## src/rtl/keypad_emulator.sv

```systemverilog
// keypad_emulator
//   Responder side of a 4x3 (12-key) row-scan matrix keypad. A press command
//   (key index + hold length) is taken over a valid/ready handshake and played
//   out as press bounce, stable closure, release bounce and a guaranteed open
//   gap. The scanner's active-low row drive is answered on active-low column
//   lines, including the contact bounce.
//
// Ports
//   int_osc    in   system clock
//   reset      in   asynchronous, active-high reset
//   cmd_valid  in   press command valid
//   cmd_ready  out  command can be accepted (high only in idle)
//   cmd_key    in   key index 0..11 (row = key/3, col = key%3)
//   cmd_hold   in   clocks of stable closure after press bounce (0 acts as 1)
//   row_drive  in   scanner row lines, active-low, 4'b1111 = no drive
//   col        out  column lines, active-low, idle-high
//   pressed    out  high only during stable closure
//   busy       out  high whenever not idle
//   done       out  one-clock pulse when a command completes
//   cmd_err    out  one-clock pulse when an out-of-range key is accepted
module keypad_emulator #(
    parameter int unsigned BOUNCE_CYCLES = 24000,
    parameter int unsigned BOUNCE_PERIOD = 64,
    parameter int unsigned MIN_GAP       = 48000,
    parameter int unsigned HOLD_W        = 24
) (
    input  logic              int_osc,
    input  logic              reset,
    input  logic              cmd_valid,
    output logic              cmd_ready,
    input  logic [3:0]        cmd_key,
    input  logic [HOLD_W-1:0] cmd_hold,
    input  logic [3:0]        row_drive,
    output logic [2:0]        col,
    output logic              pressed,
    output logic              busy,
    output logic              done,
    output logic              cmd_err
);

    // One shared in-state counter; sized for the largest interval plus a spare bit.
    localparam int unsigned BounceBits = $clog2(BOUNCE_CYCLES + 1);
    localparam int unsigned GapBits    = $clog2(MIN_GAP + 1);
    localparam int unsigned MaxBits    = (HOLD_W > BounceBits) ?
                                         ((HOLD_W > GapBits) ? HOLD_W : GapBits) :
                                         ((BounceBits > GapBits) ? BounceBits : GapBits);
    localparam int unsigned CntW       = MaxBits + 1;
    localparam int unsigned PerW       = $clog2(BOUNCE_PERIOD) + 1;

    localparam logic [CntW-1:0] BounceLast =
        CntW'((BOUNCE_CYCLES > 0) ? BOUNCE_CYCLES - 1 : 0);
    localparam logic [CntW-1:0] GapLast    = CntW'((MIN_GAP > 0) ? MIN_GAP - 1 : 0);
    localparam logic [PerW-1:0] PerLast    =
        PerW'((BOUNCE_PERIOD > 0) ? BOUNCE_PERIOD - 1 : 0);
    localparam logic            NoBounce   = (BOUNCE_CYCLES == 0);

    typedef enum logic [2:0] {
        StIdle,
        StPressBounce,
        StHeld,
        StReleaseBounce,
        StGap
    } state_e;

    state_e            state_q, state_d;
    logic              contact_q, contact_d;
    logic [CntW-1:0]   cnt_q, cnt_d;
    logic [PerW-1:0]   per_q, per_d;
    logic [15:0]       lfsr_q, lfsr_d;
    logic [1:0]        row_q, row_d;
    logic [1:0]        col_idx_q, col_idx_d;
    logic [HOLD_W-1:0] hold_last_q, hold_last_d;
    logic              done_q, done_d;
    logic              err_q, err_d;

    logic [15:0]       lfsr_step;
    logic [1:0]        key_row;
    logic [1:0]        key_col;

    // Fibonacci LFSR for x^16 + x^14 + x^13 + x^11 + 1.
    assign lfsr_step = {lfsr_q[0] ^ lfsr_q[2] ^ lfsr_q[3] ^ lfsr_q[5], lfsr_q[15:1]};

    // Key index to matrix position; out-of-range keys never reach the lines.
    always_comb begin
        key_row = 2'd0;
        key_col = 2'd0;
        unique case (cmd_key)
            4'd0:    begin key_row = 2'd0; key_col = 2'd0; end
            4'd1:    begin key_row = 2'd0; key_col = 2'd1; end
            4'd2:    begin key_row = 2'd0; key_col = 2'd2; end
            4'd3:    begin key_row = 2'd1; key_col = 2'd0; end
            4'd4:    begin key_row = 2'd1; key_col = 2'd1; end
            4'd5:    begin key_row = 2'd1; key_col = 2'd2; end
            4'd6:    begin key_row = 2'd2; key_col = 2'd0; end
            4'd7:    begin key_row = 2'd2; key_col = 2'd1; end
            4'd8:    begin key_row = 2'd2; key_col = 2'd2; end
            4'd9:    begin key_row = 2'd3; key_col = 2'd0; end
            4'd10:   begin key_row = 2'd3; key_col = 2'd1; end
            4'd11:   begin key_row = 2'd3; key_col = 2'd2; end
            default: begin key_row = 2'd0; key_col = 2'd0; end
        endcase
    end

    always_comb begin
        state_d     = state_q;
        contact_d   = contact_q;
        cnt_d       = cnt_q + CntW'(1);
        per_d       = per_q;
        lfsr_d      = lfsr_q;
        row_d       = row_q;
        col_idx_d   = col_idx_q;
        hold_last_d = hold_last_q;
        done_d      = 1'b0;
        err_d       = 1'b0;

        // Bounce windows: periodic pseudo-random contact. A state transition
        // below overrides the contact value on the exit edge.
        if (state_q == StPressBounce || state_q == StReleaseBounce) begin
            if (per_q == PerLast) begin
                per_d     = '0;
                lfsr_d    = lfsr_step;
                contact_d = lfsr_step[0];
            end else begin
                per_d = per_q + PerW'(1);
            end
        end

        unique case (state_q)
            StIdle: begin
                contact_d = 1'b0;
                cnt_d     = '0;
                if (cmd_valid) begin
                    if (cmd_key <= 4'd11) begin
                        row_d       = key_row;
                        col_idx_d   = key_col;
                        hold_last_d = (cmd_hold == '0) ? '0 : cmd_hold - HOLD_W'(1);
                        per_d       = '0;
                        contact_d   = 1'b1;
                        state_d     = NoBounce ? StHeld : StPressBounce;
                    end else begin
                        err_d  = 1'b1;
                        done_d = 1'b1;
                    end
                end
            end
            StPressBounce: begin
                if (cnt_q == BounceLast) begin
                    state_d   = StHeld;
                    cnt_d     = '0;
                    contact_d = 1'b1;
                end
            end
            StHeld: begin
                contact_d = 1'b1;
                if (cnt_q == CntW'(hold_last_q)) begin
                    state_d   = NoBounce ? StGap : StReleaseBounce;
                    cnt_d     = '0;
                    per_d     = '0;
                    contact_d = 1'b0;
                end
            end
            StReleaseBounce: begin
                if (cnt_q == BounceLast) begin
                    state_d   = StGap;
                    cnt_d     = '0;
                    contact_d = 1'b0;
                end
            end
            StGap: begin
                contact_d = 1'b0;
                if (cnt_q == GapLast) begin
                    state_d = StIdle;
                    cnt_d   = '0;
                    done_d  = 1'b1;
                end
            end
            default: begin
                state_d   = StIdle;
                contact_d = 1'b0;
                cnt_d     = '0;
            end
        endcase
    end

    always_ff @(posedge int_osc or posedge reset) begin
        if (reset) begin
            state_q     <= StIdle;
            contact_q   <= 1'b0;
            cnt_q       <= '0;
            per_q       <= '0;
            lfsr_q      <= 16'hACE1;
            row_q       <= 2'd0;
            col_idx_q   <= 2'd0;
            hold_last_q <= '0;
            done_q      <= 1'b0;
            err_q       <= 1'b0;
        end else begin
            state_q     <= state_d;
            contact_q   <= contact_d;
            cnt_q       <= cnt_d;
            per_q       <= per_d;
            lfsr_q      <= lfsr_d;
            row_q       <= row_d;
            col_idx_q   <= col_idx_d;
            hold_last_q <= hold_last_d;
            done_q      <= done_d;
            err_q       <= err_d;
        end
    end

    // Column response is combinational on the row drive, like a real contact.
    always_comb begin
        col = 3'b111;
        if (contact_q && !row_drive[row_q]) begin
            col[col_idx_q] = 1'b0;
        end
    end

    assign cmd_ready = (state_q == StIdle);
    assign busy      = (state_q != StIdle);
    assign pressed   = (state_q == StHeld);
    assign done      = done_q;
    assign cmd_err   = err_q;

endmodule
```

## config.mk

```make
export PLATFORM = sky130hd
export DESIGN_NAME = keypad_emulator
export DESIGN_NICKNAME = d
export VERILOG_FILES = /design/src/rtl/keypad_emulator.sv
export SDC_FILE = /design/constraint.sdc
export NUM_CORES = 1
export LEC_CHECK = 0
export ABC_CLOCK_PERIOD_IN_PS = 3600
export CORE_MARGIN = 8
export CORE_UTILIZATION = 57
export DETAILED_ROUTE_END_ITERATION = 12
export PLACE_DENSITY = 0.88
export SETUP_SLACK_MARGIN = 0.3
export SYNTH_ARGS = -nofsm -noshare
export SYNTH_HDL_FRONTEND = slang
export SYNTH_SLANG_ARGS = --single-unit
export TNS_END_PERCENT = 1
```

## constraint.sdc

```tcl
create_clock -name int_osc -period 3.6 [get_ports int_osc]
set_clock_uncertainty 0.1 [all_clocks]
set_input_delay 0.9 -clock int_osc [delete_from_list [all_inputs] [get_ports int_osc]]
set_output_delay 0.9 -clock int_osc [all_outputs]
set_load 0.05 [all_outputs]
```

==> impl_results.md, run 1 <==
- Mapped Cells: 464
- Worst setup SP type: input port
- Yosys Warn Count: 0
- Routability cong.: 0.8699
- N_diodes: 0
- DR vias/cell: 5.778
- Most common cell after layout, fill and taps aside: dfrtp_1
- Fin Hold WS: 0.3990 ns
- DR WL/cell: 16.05 um
- Layout area overhead: 17.60%
- Die area: 11130 sq um
- Sequential area share after synthesis: 45.19%
- Worst Path Required: 2.60 ns
- TritonCTS Buffers: 9
- R2r setup slk: 1.15 ns
- Rows: 32
- Boundary Pins: 43
- Setup crit end: col[2]
- Via Count: 3536
- Largest net degree at the start of global routing: 45
- Worst Tran Pin Value: 0.6620 ns
- Final Cycle Share: 91.05%
- CTS tree: done
- RSZ-0062 raised after global routing: no
- Arr. time, crit path: 2.28 ns
- Final Setup Violations: 0
- ANT nets after route: 0
- Vias in the first global route: 3584
- Fin cells: 612
- Status: finished clean
- PortBufs: 42
- RR Startpoint: cnt_q[23]
- Power Density: 503.8 nW/um^2
- Setup TNS: 0 ns
- Worst-path maximum fanout: 3
- Die Wd: 105.5 um
- Die Y: 105.5 um
- Reg-to-reg critical path endpoint: contact_q
- Final #Nets: 548
- Layout cells sized above 1: 13.92%
- Post-route minimum period: 3.278 ns
- Most frequent cells in the layout: dfrtp_1, nand2_1, xor2_1, xnor2_1, clkdlybuf4s50_1
- Worst hold stages: 2
- HPWL Detailed: 7271 um
- Grt total ovfl: 0
- First-pass GRT wire length: 16600 um
- Rel. slew slack: 55.77%
- Hold Crit Class: reg -> reg
- TritonRoute pass-1 iters: 5
- Clk slew on worst S/H paths: 0.07 ns
- Worst Setup SP: row_drive[1]
- Core Region: 7727 sq um
- Max_cap viols: 0
- DRC: 0
- Initial antenna violation count: 0
- Slew Viols, Final: 0
- Htree depth: 3
- Cell Area, Synth: 4563 sq um
- Syn avg cell area: 9.834 sq um
- Total Wirelength: 9825 um
- Yosys reg bits: 82
- Initial core utilization: 59.05%
- CTS Sinks: 82
- Final Worst Setup Slack: 0.3223 ns
- Leak: 2.255 nW
- Cts-stage hold buffer count: 0
- PostCTS Resize Cnt: 10
- Clock Tree Root: clkbuf_8
- Synthesized Nets: 507
- Post-synthesis cell type count: 51
- Setup Fix Bufs, Post-CTS: 0
- DP Worst Slack: -0.0005891 ns
- Fmax: 305.1 MHz
- Tot Pwr: 2.704 mW
- Reg2Reg Depth: 6
- Endpoints failing hold: 0
- DR iter-0 viols: 293
- Crit Path Class: in -> out
- Tot GR Track Use: 18.21%
- Longest Clk Path Bufs: 2
- Worst vdd ir: 0.0001982 V
- Placed cells: 596
- Clock latency at the later pin of the worst-skew pair: 0.36 ns
- CP endpoint kind: output pin
[power by group]
| group | leakage, nW | total, mW | internal (mW) | switching, mW |
|---|---|---|---|---|
| registers | 1.05 | 1.28 | 1.10 | 0.175 |
| logic | 1.08 | 0.608 | 0.289 | 0.319 |
| clock network | 0.129 | 0.820 | 0.496 | 0.324 |
[critical path: stages]
cell	delay, ns
dlygate4sd2_1	0.23
mux4_2	0.44
nand2b_4	0.16
or3b_4	0.40
buf_8	0.16
[per-layer routing]
metal | part of all wire (%) | up-vias | track usage (%) | wire [um]
met3 | 3.9 | 23 | 3.045 | 380
met5 | 0 | - | 0 | 0
met1 | 42 | 1706 | 21.68 | 4152
li1 | - | 1696 | - | -
met4 | 2.4 | 0 | 8.155 | 231
met2 | 52 | 111 | 31.61 | 5060
[cell usage after synthesis, drive strengths merged]
cell | number | area (sq um)
xnor2 | 36 | 315.3
and4b | 1 | 10.01
or3b | 2 | 17.52
inv | 13 | 48.80
nand3 | 14 | 70.07
a21boi | 1 | 7.510
buf | 5 | 36.28
o22ai | 1 | 6.260
and4 | 2 | 17.52
a31oi | 2 | 12.51
and3 | 4 | 25.02
nand2b | 2 | 12.51
and2 | 1 | 6.260
or4b | 1 | 10.01
mux2 | 16 | 183.9
clkbuf | 16 | 61.30
o21ai | 30 | 153.9
nor3b | 5 | 37.54
o311ai | 1 | 26.28
nand2 | 45 | 168.9
dfrtp | 74 | 1852
xor2 | 39 | 341.6
a211oi | 7 | 52.55
or3 | 6 | 42.54
or2 | 1 | 6.260
ha | 8 | 100.1
mux4 | 1 | 22.52
o21bai | 1 | 7.510
nor2b | 2 | 12.51
nand3b | 1 | 7.510
a21oi | 34 | 173.9
mux2i | 6 | 60.06
nand4 | 9 | 71.32
dfstp | 8 | 210.2
nor4 | 16 | 121.4
nor2 | 30 | 112.6
or4 | 6 | 52.55
a22o | 1 | 8.760
nor3 | 16 | 80.08
[worst min-delay path by stage]
stage              startpoint        endpoint  slack [ns]
2_1_floorplan        cnt_q[0]        cnt_q[0]        0.37
3_3_place_gp   hold_last_q[8]  hold_last_q[8]        0.38
3_5_place_dp       lfsr_q[15]      lfsr_q[15]        0.39
4_1_cts            lfsr_q[15]      lfsr_q[15]        0.40
5_1_grt            lfsr_q[15]      lfsr_q[15]        0.42
6_report           lfsr_q[15]      lfsr_q[15]        0.40
[layout make-up]
type / count / area [sq um]
clock inverter: 5 / 100.1
clock buffer: 11 / 151.4
timing repair buffer: 51 / 498.0
fill: 572 / 2361
multi-input combinational: 348 / 2379
inverter: 13 / 48.80
sequential: 82 / 2062
tap: 102 / 127.6
[registers in the layout, summed over array words and instances, names as in the netlist]
register / cells
state_q: 3
col_idx_q: 2
cnt_q: 25
per_q: 7
contact_q: 1
cmd_err: 1
done: 1
lfsr_q: 16
hold_last_q: 24
row_q: 2
[logic make-up (layout without fill, tap and decap cells)]
logic type | after synthesis | count (layout) | share of synthesized area [%]
DFF | 82 | 82 | 45.19
buffers and inverters | 34 | 80 | 3.208
adders and majority gates | 8 | 8 | 2.194
xor gates and xnor gates | 75 | 75 | 14.40
and+or+nand+nor | 164 | 164 | 19.33
muxes | 23 | 23 | 5.840
AOI/OAI and AO/OA | 78 | 78 | 9.844
[metrics by stage]
step           util [%]  area (sq um)
3_5_place_dp      66.00          5100
4_1_cts           69.45          5366
3_3_place_gp      66.00          5100
5_1_grt           69.45          5366
2_1_floorplan         -          4568
6_report          69.45          5366
(Power assumes the default switching activity.)
==> inputs of run 2 (changes only) <==
- ABC_CLOCK_PERIOD_IN_PS: 3600 -> 2950
- CORE_UTILIZATION: 57 -> 52
- PLACE_DENSITY: 0.88 -> 0.85
- clock period: 3.6 -> 2.95 ns (I/O delays scaled with it)
==> impl_results.md, run 2 (synthesis results as in run 1) <==
- Largest net degree at the start of global routing: 34
- Hold Crit Class: reg -> reg
- Rel. slew slack: 42.47%
- DR WL/cell: 15.73 um
- Most common cell after layout, fill and taps aside: dfrtp_1
- Worst vdd ir: 0.0002713 V
- Final Cycle Share: 99.09%
- Total Wirelength: 10070 um
- N_diodes: 0
- Largest regs: cnt_q (25), hold_last_q (24), lfsr_q (16)
- Die Wd: 109.7 um
- RR Startpoint: cnt_q[20]
- Largest register FFs: 25
- Endpoints failing hold: 0
- Top cell by count, worst path: buf_6
- Core Util, Final: 64.89%
- CP endpoint kind: output pin
- Die Y: 109.7 um
- Power Density: 613.0 nW/um^2
- Reg2Reg Depth: 6
- PortBufs: 42
- Slew Viols, Final: 0
- Clock latency at the later pin of the worst-skew pair: 0.35 ns
- Fmax: 342.1 MHz
- Initial antenna violation count: 0
- Layout area overhead: 22.81%
- RSZ-0062 raised after global routing: yes
- Boundary Pins: 43
- Tot GR Track Use: 18.44%
- ANT nets after route: 0
- Fin Hold WS: 0.4034 ns
- HPWL Detailed: 7460 um
- Crit Path Class: in -> out
- Longest Clk Path Bufs: 2
- Max_cap viols: 0
- Critical-path cell list: buf_6 > mux4_2 > nand2b_4 > buf_6 > or3_4 > buf_8
- Min-delay src: lfsr_q[15]
- Htree depth: 3
- Final Worst Setup Slack: 0.02686 ns
- R2r setup slk: 0.62 ns
- Most frequent cells in the layout: dfrtp_1, nand2_1, xor2_1, xnor2_1
- Hold Path End: lfsr_q[15]
- Worst-path maximum fanout: 2
- Clk slew on worst S/H paths: 0.07 ns
- Setup TNS: 0 ns
- Layout cells sized above 1: 18.61%
- Placed cells: 623
- Post-route cell area: 5604 sq um
- DP Worst Slack: -0.3087 ns
- Largest register by flop count: cnt_q
- Clock Tree Root: clkbuf_8
- Status: finished clean
- Area of placed instances: 5300 sq um
- DR iter-0 viols: 160
- Grt total ovfl: 0
- Vias in the first global route: 3794
- Worst Path Required: 2.11 ns
- Worst hold stages: 2
- Final #Nets: 570
- TritonCTS Buffers: 9
- Critical-path top delay cell: mux4_2
- Core Region: 8636 sq um
- Reg-to-reg critical path endpoint: cnt_q[16]
- Critical Path Max Stage Delay: 0.45 ns
- Final Setup Violations: 0
- First-pass GRT wire length: 17760 um
- Worst Tran Pin Value: 0.8563 ns
- Fin cells: 640
- DRC: 0
- Die area: 12030 sq um
- Leak: 2.404 nW
- FILL cells: 651
- CTS Sinks: 82
- Via Count: 3600
- DR vias/cell: 5.625
- Tot Pwr: 3.435 mW
- CTS tree: done
- TritonRoute pass-1 iters: 5
- Post-route minimum period: 2.923 ns
- Worst setup SP type: input port
- Initial core utilization: 52.84%
- Routability cong.: 0.8482
- Arr. time, crit path: 2.09 ns
- Rows: 34
[run 2: cell types whose count changed in the layout (fill, tap and decap cells not counted), moves of 2 or more]
cell,delta
buf_12,+3
buf_4,+18
clkinv_2,-2
clkdlybuf4s50_1,-2
buf_6,+2
clkdlybuf4s15_1,-2
dlygate4sd2_1,-2
buf_2,+3
[run 2: cell type report]
| class | count | area, sq um | area share [%] |
|---|---|---|---|
| well taps | 108 | 135.1 | 2.411 |
| inverters | 13 | 48.80 | 0.8707 |
| clock buffers | 10 | 137.6 | 2.456 |
| multi-input cells | 348 | 2384 | 42.53 |
| flip-flops and latches | 82 | 2062 | 36.79 |
| clock inverters | 6 | 136.4 | 2.434 |
| repair buffers | 73 | 700.7 | 12.50 |
[run 2: worst max path at each step]
stage / cells after the start / endpoint / start
floorplan: 1 / cmd_err / reset
global placement: 5 / col[2] / row_drive[3]
detailed placement: 5 / col[2] / row_drive[3]
CTS: 6 / col[0] / row_drive[3]
global route: 6 / col[0] / row_drive[2]
finish: 6 / col[0] / row_drive[3]
[run 2: timing repair]
action                                  4_1_cts  5_1_grt
endpoints found under the setup margin       25       28
cloned                                        0        0
gates resized for setup                      21        1
setup buffers                                 1        0
hold buffers                                  0        0
pin swaps                                     1        0
[run 2: worst max-delay path, delay by kind of cell]
kind | cells | cell delay (ns)
simple gates | 2 | 0.54
mux | 1 | 0.45
buf+inv | 3 | 0.36
[run 2: power by group]
group / switching, mW / total [mW] / internal (mW)
Clock: 0.411 / 1.09 / 0.674
Sequential: 0.213 / 1.56 / 1.34
Combinational: 0.402 / 0.794 / 0.393
[run 2: per-layer routing]
layer	GRT usage (%)	share of wire, %	up-vias
li1	-	-	1747
met1	22.69	45	1747
met2	31.35	51	92
met3	2.638	2.9	14
met4	8.486	1.6	0
met5	0	0	-
